`config.mk`:
```
export PLATFORM = sky130hd
export DESIGN_NAME = mips_mem_arbiter
export DESIGN_NICKNAME = d
export VERILOG_FILES = /design/src/rtl/mips_pkg.sv /design/src/rtl/mips_arb_watchdog.sv /design/src/rtl/mips_mem_arbiter.sv
export SDC_FILE = /design/constraint.sdc
export NUM_CORES = 1
export LEC_CHECK = 0
export ABC_AREA = 1
export CORE_ASPECT_RATIO = 1.75
export CORE_MARGIN = 5
export CORE_UTILIZATION = 27
export DETAILED_ROUTE_END_ITERATION = 16
export GPL_TIMING_DRIVEN = 0
export HOLD_SLACK_MARGIN = 0.08
export SYNTH_ARGS = -nofsm -noshare
export SYNTH_HDL_FRONTEND = slang
export SYNTH_SLANG_ARGS = --single-unit
```
`constraint.sdc`:
```
create_clock -name clk -period 5.2 [get_ports clk]
set_clock_uncertainty 0.1 [all_clocks]
set_input_delay 1.04 -clock clk [delete_from_list [all_inputs] [get_ports clk]]
set_output_delay 1.04 -clock clk [all_outputs]
set_load 0.02 [all_outputs]
```
`src/rtl/mips_pkg.sv`:
```
// ---------------------------------------------------------------------------
// mips_pkg : shared types and default widths for the memory arbiter
// Rev 1.0
// ---------------------------------------------------------------------------
`default_nettype none

package mips_pkg;

   localparam int unsigned ADDR_W_DEF = 32;
   localparam int unsigned DATA_W_DEF = 32;

   typedef enum logic [1:0] {
      ARB_IDLE   = 2'd0,
      ARB_BUSY_I = 2'd1,
      ARB_BUSY_D = 2'd2,
      ARB_RESP   = 2'd3
   } arb_state_t;

   typedef enum logic {
      GNT_I = 1'b0,
      GNT_D = 1'b1
   } arb_gnt_t;

endpackage

`default_nettype wire

```
`src/rtl/mips_arb_watchdog.sv`:
```
// ---------------------------------------------------------------------------
// mips_arb_watchdog : busy-cycle counter that expires after TIMEOUT cycles
// Rev 1.0
// ---------------------------------------------------------------------------
`default_nettype none

module mips_arb_watchdog #(
   parameter int unsigned TIMEOUT = 255
) (
   input  logic clk,
   input  logic reset,
   input  logic clear_i,
   input  logic enable_i,
   output logic expire_o
);

   generate
      if (TIMEOUT == 0) begin : g_off
         logic unused_w;
         assign unused_w = &{1'b0, clk, reset, clear_i, enable_i};
         assign expire_o = 1'b0;
      end else begin : g_on
         localparam int unsigned CW = $clog2(TIMEOUT + 1);
         logic [CW-1:0] cnt_q;

         always_ff @(posedge clk or posedge reset) begin
            if (reset) begin
               cnt_q <= '0;
            end else if (clear_i) begin
               cnt_q <= '0;
            end else if (enable_i && (cnt_q != CW'(TIMEOUT))) begin
               cnt_q <= cnt_q + 1'b1;
            end
         end

         // cnt_q counts completed busy cycles, so the TIMEOUT-th one expires
         assign expire_o = enable_i && (cnt_q == CW'(TIMEOUT - 1));
      end
   endgenerate

endmodule

`default_nettype wire

```
`src/rtl/mips_mem_arbiter.sv`:
```
// ---------------------------------------------------------------------------
// mips_mem_arbiter : shares one memory port between fetch and data stages
// Rev 1.0
// ---------------------------------------------------------------------------
`default_nettype none

module mips_mem_arbiter
   import mips_pkg::*;
#(
   parameter int unsigned ADDR_W       = ADDR_W_DEF,
   parameter int unsigned DATA_W       = DATA_W_DEF,
   parameter int unsigned STARVE_LIMIT = 4,
   parameter int unsigned TIMEOUT      = 255
) (
   input  logic                clk,
   input  logic                reset,
   input  logic                if_req,
   input  logic [ADDR_W-1:0]   if_addr,
   output logic [DATA_W-1:0]   if_rdata,
   output logic                if_done,
   input  logic                dm_req,
   input  logic                dm_we,
   input  logic [ADDR_W-1:0]   dm_addr,
   input  logic [DATA_W-1:0]   dm_wdata,
   input  logic [DATA_W/8-1:0] dm_be,
   output logic [DATA_W-1:0]   dm_rdata,
   output logic                dm_done,
   output logic                mem_req,
   output logic                mem_we,
   output logic [ADDR_W-1:0]   mem_addr,
   output logic [DATA_W-1:0]   mem_wdata,
   output logic [DATA_W/8-1:0] mem_be,
   input  logic                mem_ack,
   input  logic [DATA_W-1:0]   mem_rdata,
   output logic                stall_fetch,
   output logic                stall_mem,
   output logic                err_timeout
);

   localparam int unsigned BE_W = DATA_W / 8;
   localparam int unsigned SW   = $clog2(STARVE_LIMIT + 1);

   arb_state_t        state_q, state_d;
   logic              mem_req_q, mem_req_d;
   logic              mem_we_q, mem_we_d;
   logic [ADDR_W-1:0] mem_addr_q, mem_addr_d;
   logic [DATA_W-1:0] mem_wdata_q, mem_wdata_d;
   logic [BE_W-1:0]   mem_be_q, mem_be_d;
   logic [DATA_W-1:0] if_rdata_q, if_rdata_d;
   logic [DATA_W-1:0] dm_rdata_q, dm_rdata_d;
   logic              if_done_q, if_done_d;
   logic              dm_done_q, dm_done_d;
   logic              err_q, err_d;
   logic [SW-1:0]     starve_q, starve_d;

   arb_gnt_t          gnt_w;
   logic              busy_w;
   logic              expire_w;
   logic              starved_w;

   assign busy_w    = (state_q == ARB_BUSY_I) || (state_q == ARB_BUSY_D);
   assign starved_w = if_req && (starve_q == SW'(STARVE_LIMIT));
   assign gnt_w     = (dm_req && !starved_w) ? GNT_D : GNT_I;

   mips_arb_watchdog #(
      .TIMEOUT (TIMEOUT)
   ) u_watchdog (
      .clk      (clk),
      .reset    (reset),
      .clear_i  (!busy_w),
      .enable_i (busy_w),
      .expire_o (expire_w)
   );

   always_comb begin
      state_d     = state_q;
      mem_req_d   = mem_req_q;
      mem_we_d    = mem_we_q;
      mem_addr_d  = mem_addr_q;
      mem_wdata_d = mem_wdata_q;
      mem_be_d    = mem_be_q;
      if_rdata_d  = if_rdata_q;
      dm_rdata_d  = dm_rdata_q;
      if_done_d   = 1'b0;
      dm_done_d   = 1'b0;
      err_d       = err_q;
      starve_d    = starve_q;

      case (state_q)
         ARB_IDLE: begin
            if (!if_req) begin
               starve_d = '0;
            end
            if (dm_req || if_req) begin
               mem_req_d = 1'b1;
               if (gnt_w == GNT_D) begin
                  state_d     = ARB_BUSY_D;
                  mem_we_d    = dm_we;
                  mem_addr_d  = dm_addr;
                  mem_wdata_d = dm_wdata;
                  mem_be_d    = dm_be;
                  if (if_req && (starve_q != SW'(STARVE_LIMIT))) begin
                     starve_d = starve_q + 1'b1;
                  end
               end else begin
                  state_d     = ARB_BUSY_I;
                  mem_we_d    = 1'b0;
                  mem_addr_d  = if_addr;
                  mem_wdata_d = '0;
                  mem_be_d    = '1;
                  starve_d    = '0;
               end
            end
         end

         ARB_BUSY_I, ARB_BUSY_D: begin
            // An ack landing on the expiry cycle is a normal completion
            if (mem_ack || expire_w) begin
               state_d   = ARB_RESP;
               mem_req_d = 1'b0;
               if (!mem_ack) begin
                  err_d = 1'b1;
               end
               if (state_q == ARB_BUSY_D) begin
                  dm_done_d  = 1'b1;
                  dm_rdata_d = mem_ack ? mem_rdata : '0;
               end else begin
                  if_done_d  = 1'b1;
                  if_rdata_d = mem_ack ? mem_rdata : '0;
               end
            end
         end

         ARB_RESP: begin
            state_d = ARB_IDLE;
         end

         default: begin
            state_d = ARB_IDLE;
         end
      endcase
   end

   always_ff @(posedge clk or posedge reset) begin
      if (reset) begin
         state_q     <= ARB_IDLE;
         mem_req_q   <= 1'b0;
         mem_we_q    <= 1'b0;
         mem_addr_q  <= '0;
         mem_wdata_q <= '0;
         mem_be_q    <= '0;
         if_rdata_q  <= '0;
         dm_rdata_q  <= '0;
         if_done_q   <= 1'b0;
         dm_done_q   <= 1'b0;
         err_q       <= 1'b0;
         starve_q    <= '0;
      end else begin
         state_q     <= state_d;
         mem_req_q   <= mem_req_d;
         mem_we_q    <= mem_we_d;
         mem_addr_q  <= mem_addr_d;
         mem_wdata_q <= mem_wdata_d;
         mem_be_q    <= mem_be_d;
         if_rdata_q  <= if_rdata_d;
         dm_rdata_q  <= dm_rdata_d;
         if_done_q   <= if_done_d;
         dm_done_q   <= dm_done_d;
         err_q       <= err_d;
         starve_q    <= starve_d;
      end
   end

   assign mem_req     = mem_req_q;
   assign mem_we      = mem_we_q;
   assign mem_addr    = mem_addr_q;
   assign mem_wdata   = mem_wdata_q;
   assign mem_be      = mem_be_q;
   assign if_rdata    = if_rdata_q;
   assign dm_rdata    = dm_rdata_q;
   assign if_done     = if_done_q;
   assign dm_done     = dm_done_q;
   assign err_timeout = err_q;
   assign stall_fetch = if_req & ~if_done_q;
   assign stall_mem   = dm_req & ~dm_done_q;

endmodule

`default_nettype wire

```
==> metrics.cfg <==
[logic_synthesis]
ys_types=23
synth-seq-area-share=0.580
synth_adder_area_share=0.0135
synth_area_um2=6470
synthSimpleGateAreaFrac=0.253
synth.avg_cell_area_um2=8.78
synth_compound_area_frac=0.0816
ys_ff_latch=150
synth_xor_area_frac=0
syn_inst=737
synth_warnings=0
synthMuxAreaShare=0
synthesis.nets=882
synth_top_family_by_area=simple AND/OR/NAND/NOR gates

[cts]
ctsHoldBuffers=0
clockBufferDepth=2
post-cts-setup-buffers=0
clock-sinks=150
cts_max_level=4
worst_skew_pair.late_latency_ns=0.43
root_buffer=clkbuf_16
cts.clk_slew.worst_paths_ns=0.06
cts.repair.resized=0
cts_inserted_buffers=17
cts_tree=yes

[critical_path]
critical_path_class=input pin to output port
worstSetupEndpointType=output port
critPathArrivalTime_ns=2.46
crit_path_top_delay_cell=clkdlybuf4s50_1
cp_max_fo=5
cp_common_cell=clkdlybuf4s50_1
crit_chain=clkdlybuf4s50_1 > inv_1 > nor2_1 > clkdlybuf4s50_1
cp.required_ns=4.06
cp-start-kind=input pin
critPathMaxStageDelay_ns=0.65

[timing]
grt_setup_unrepaired=no
fin_setup_tns_ns=0
layout_setup_ws_ns=1.60
max_slew.worst_pin.slew_ns=0.529
hold_ws_ns=0.369
finalCriticalPeriod_ns=3.60
timing_max_transition_violations_final=0
fmax_mhz=278
maxSlewHeadroom=0.648
setup-violations-final=0
hold_violations=0
fin_crit_sh=0.692

[floorplan]
initial_utilization=0.271
dieArea_um2=27300
core_um2=23800
die_w_um=127
num_rows=75
die_h_um=215
io_pins=277

[cells_and_area]
fillers=2402
fin_area_um2=10200
seq_area_um2=3750
areaGrowthSynthToFinish_pct=58.4
multi_input_area_um2=2250
nNetsFinal=1178
drive_gt1_frac=0.0622

[grt]
grt_pass1_wl_mm=37.4
grt_util_all_layers=0.176
first_global_vias=6657
grt_max_degree=90
antenna_found_initial=1
grt_overflow=0

[power]
internal_power_w=0.00382
p_sw_w=0.00270
power_frac_comb=0.505
switching_share=0.414
ir_drop_v=0.000361
p_leak_nw=4.60
power.total_w=0.00653
p_per_area_nw_per_um2=637
p_seq_frac=0.305
clkPwrFrac=0.190

[route]
vias=6231
first_pass_iters=4
ant_nets=0
drc=0
vias_per_cell=4.60
drt_iter0_drc=256
drt-total-wl_mm=23.4
wl_per_cell_um=17.3

[flow_run]
cap_viol_max_count=0

[worst_hold_path]
hold_class=register to register

[placement]
io_buffers=276
pre_cts_ws_ns=1.59
placed_cell_area_um2=9650
finalWeightedCongestion=0.819
dp_hpwl_mm=18.1

[status]
status=completed

synthesized netlist by cell type (all sizes together):
| library cell | n | area share |
|---|---|---|
| o21bai | 1 | 0.0012 |
| nand4 | 64 | 0.062 |
| dfrtp | 150 | 0.58 |
| a31oi | 34 | 0.033 |
| a21oi | 7 | 0.0054 |
| nand2 | 216 | 0.13 |
| ha | 7 | 0.014 |
| clkbuf | 23 | 0.013 |
| a211oi | 2 | 0.0023 |
| nand3 | 47 | 0.038 |
| inv | 59 | 0.034 |
| nor2 | 42 | 0.025 |
| o22ai | 2 | 0.0019 |
| a21boi | 1 | 0.0012 |
| o21a | 1 | 0.0012 |
| nor3 | 1 | 0.00077 |
| buf | 32 | 0.024 |
| o21ai | 46 | 0.036 |
| nand3b | 2 | 0.0023 |
cell usage in the layout, fill, tap and decap left out, types with 3 or more instances in the layout:
cell             netlist  layout
inv_1                 59      58
a31oi_1               34      34
buf_2                 28      28
dfrtp_1              150     150
ha_1                   7       7
nand3_1               45      45
buf_1                  4       4
nand2_1              215     215
a21oi_1                7       7
clkbuf_16              0      17
nand4_1               64      64
nor2_1                41      41
o21ai_0               46      46
clkdlybuf4s50_1        0     276
clkbuf_1              23      23
clkinvlp_4             0       5
clkbuf_8               0       3
state kept, by name, summed over array words and instances, names as in the netlist:
name                   cells
dm_rdata                  32
u_watchdog.g_on.cnt_q      8
mem_be                     4
mem_addr                  32
mem_wdata                 32
mem_req                    1
mem_we                     1
err_timeout                1
starve_q                   3
if_rdata                  32
state_q                    2
if_done                    1
dm_done                    1
area by class of cell:
| cell class | count | share of cell area |
|---|---|---|
| clock inverter | 11 | 0.0122 |
| sequential | 150 | 0.366 |
| timing repair buffer | 277 | 0.272 |
| clock buffer | 20 | 0.0455 |
| multi-input combinational | 473 | 0.220 |
| antenna | 1 | 0.000244 |
| inverter | 59 | 0.0223 |
| buffer | 55 | 0.0236 |
| tap | 308 | 0.0376 |
power groups by stage:
stage / registers (W) / logic, W / clock network, W
2_1_floorplan: 0.00261 / 0.00109 / 0
3_3_place_gp: 0.00200 / 0.00332 / 0
3_5_place_dp: 0.00201 / 0.00335 / 0
4_1_cts: 0.00199 / 0.00337 / 0.00129
5_1_grt: 0.00207 / 0.00360 / 0.00133
6_report: 0.00199 / 0.00330 / 0.00124
worst paths after layout:
check	from	endpoint	slack, ns	cells past startpoint
hold / removal	dm_rdata[5]	dm_rdata[5]	0.37	2
setup reg to reg	state_q[0]	mem_wdata[1]	3.14	7
min in group asynchronous	reset	mem_wdata[11]	0.94	2
setup / recovery	dm_req	stall_mem	1.60	4
max in group asynchronous	reset	if_rdata[11]	3.24	3
hold reg to reg	dm_rdata[5]	dm_rdata[5]	0.37	2
through the flow:
stage / utilization / std cells
2_1_floorplan: - / 737
3_3_place_gp: 0.404 / 1321
3_5_place_dp: 0.405 / 1322
4_1_cts: 0.430 / 1353
5_1_grt: 0.430 / 1354
6_report: 0.430 / 1354
critical path: cells and delay by family:
kind / cells / cell delay, ns
buf+inv: 3 / 1.32
simple gates: 1 / 0.10
cell families after synthesis:
group	after synthesis
flops	150
compound gates	94
fa+ha+maj	7
simple gates	372
buf+inv	114
metal layers:
metal,global-route usage,share of wire,wire (um),vias to the layer above
met5,0,0,0,-
met4,0.0852,0.040,927,0
met3,0.0596,0.084,1980,52
met2,0.309,0.51,12000,241
met1,0.185,0.37,8570,2891
li1,-,-,-,3047
Note: power is estimated with default switching activity, not from simulation.
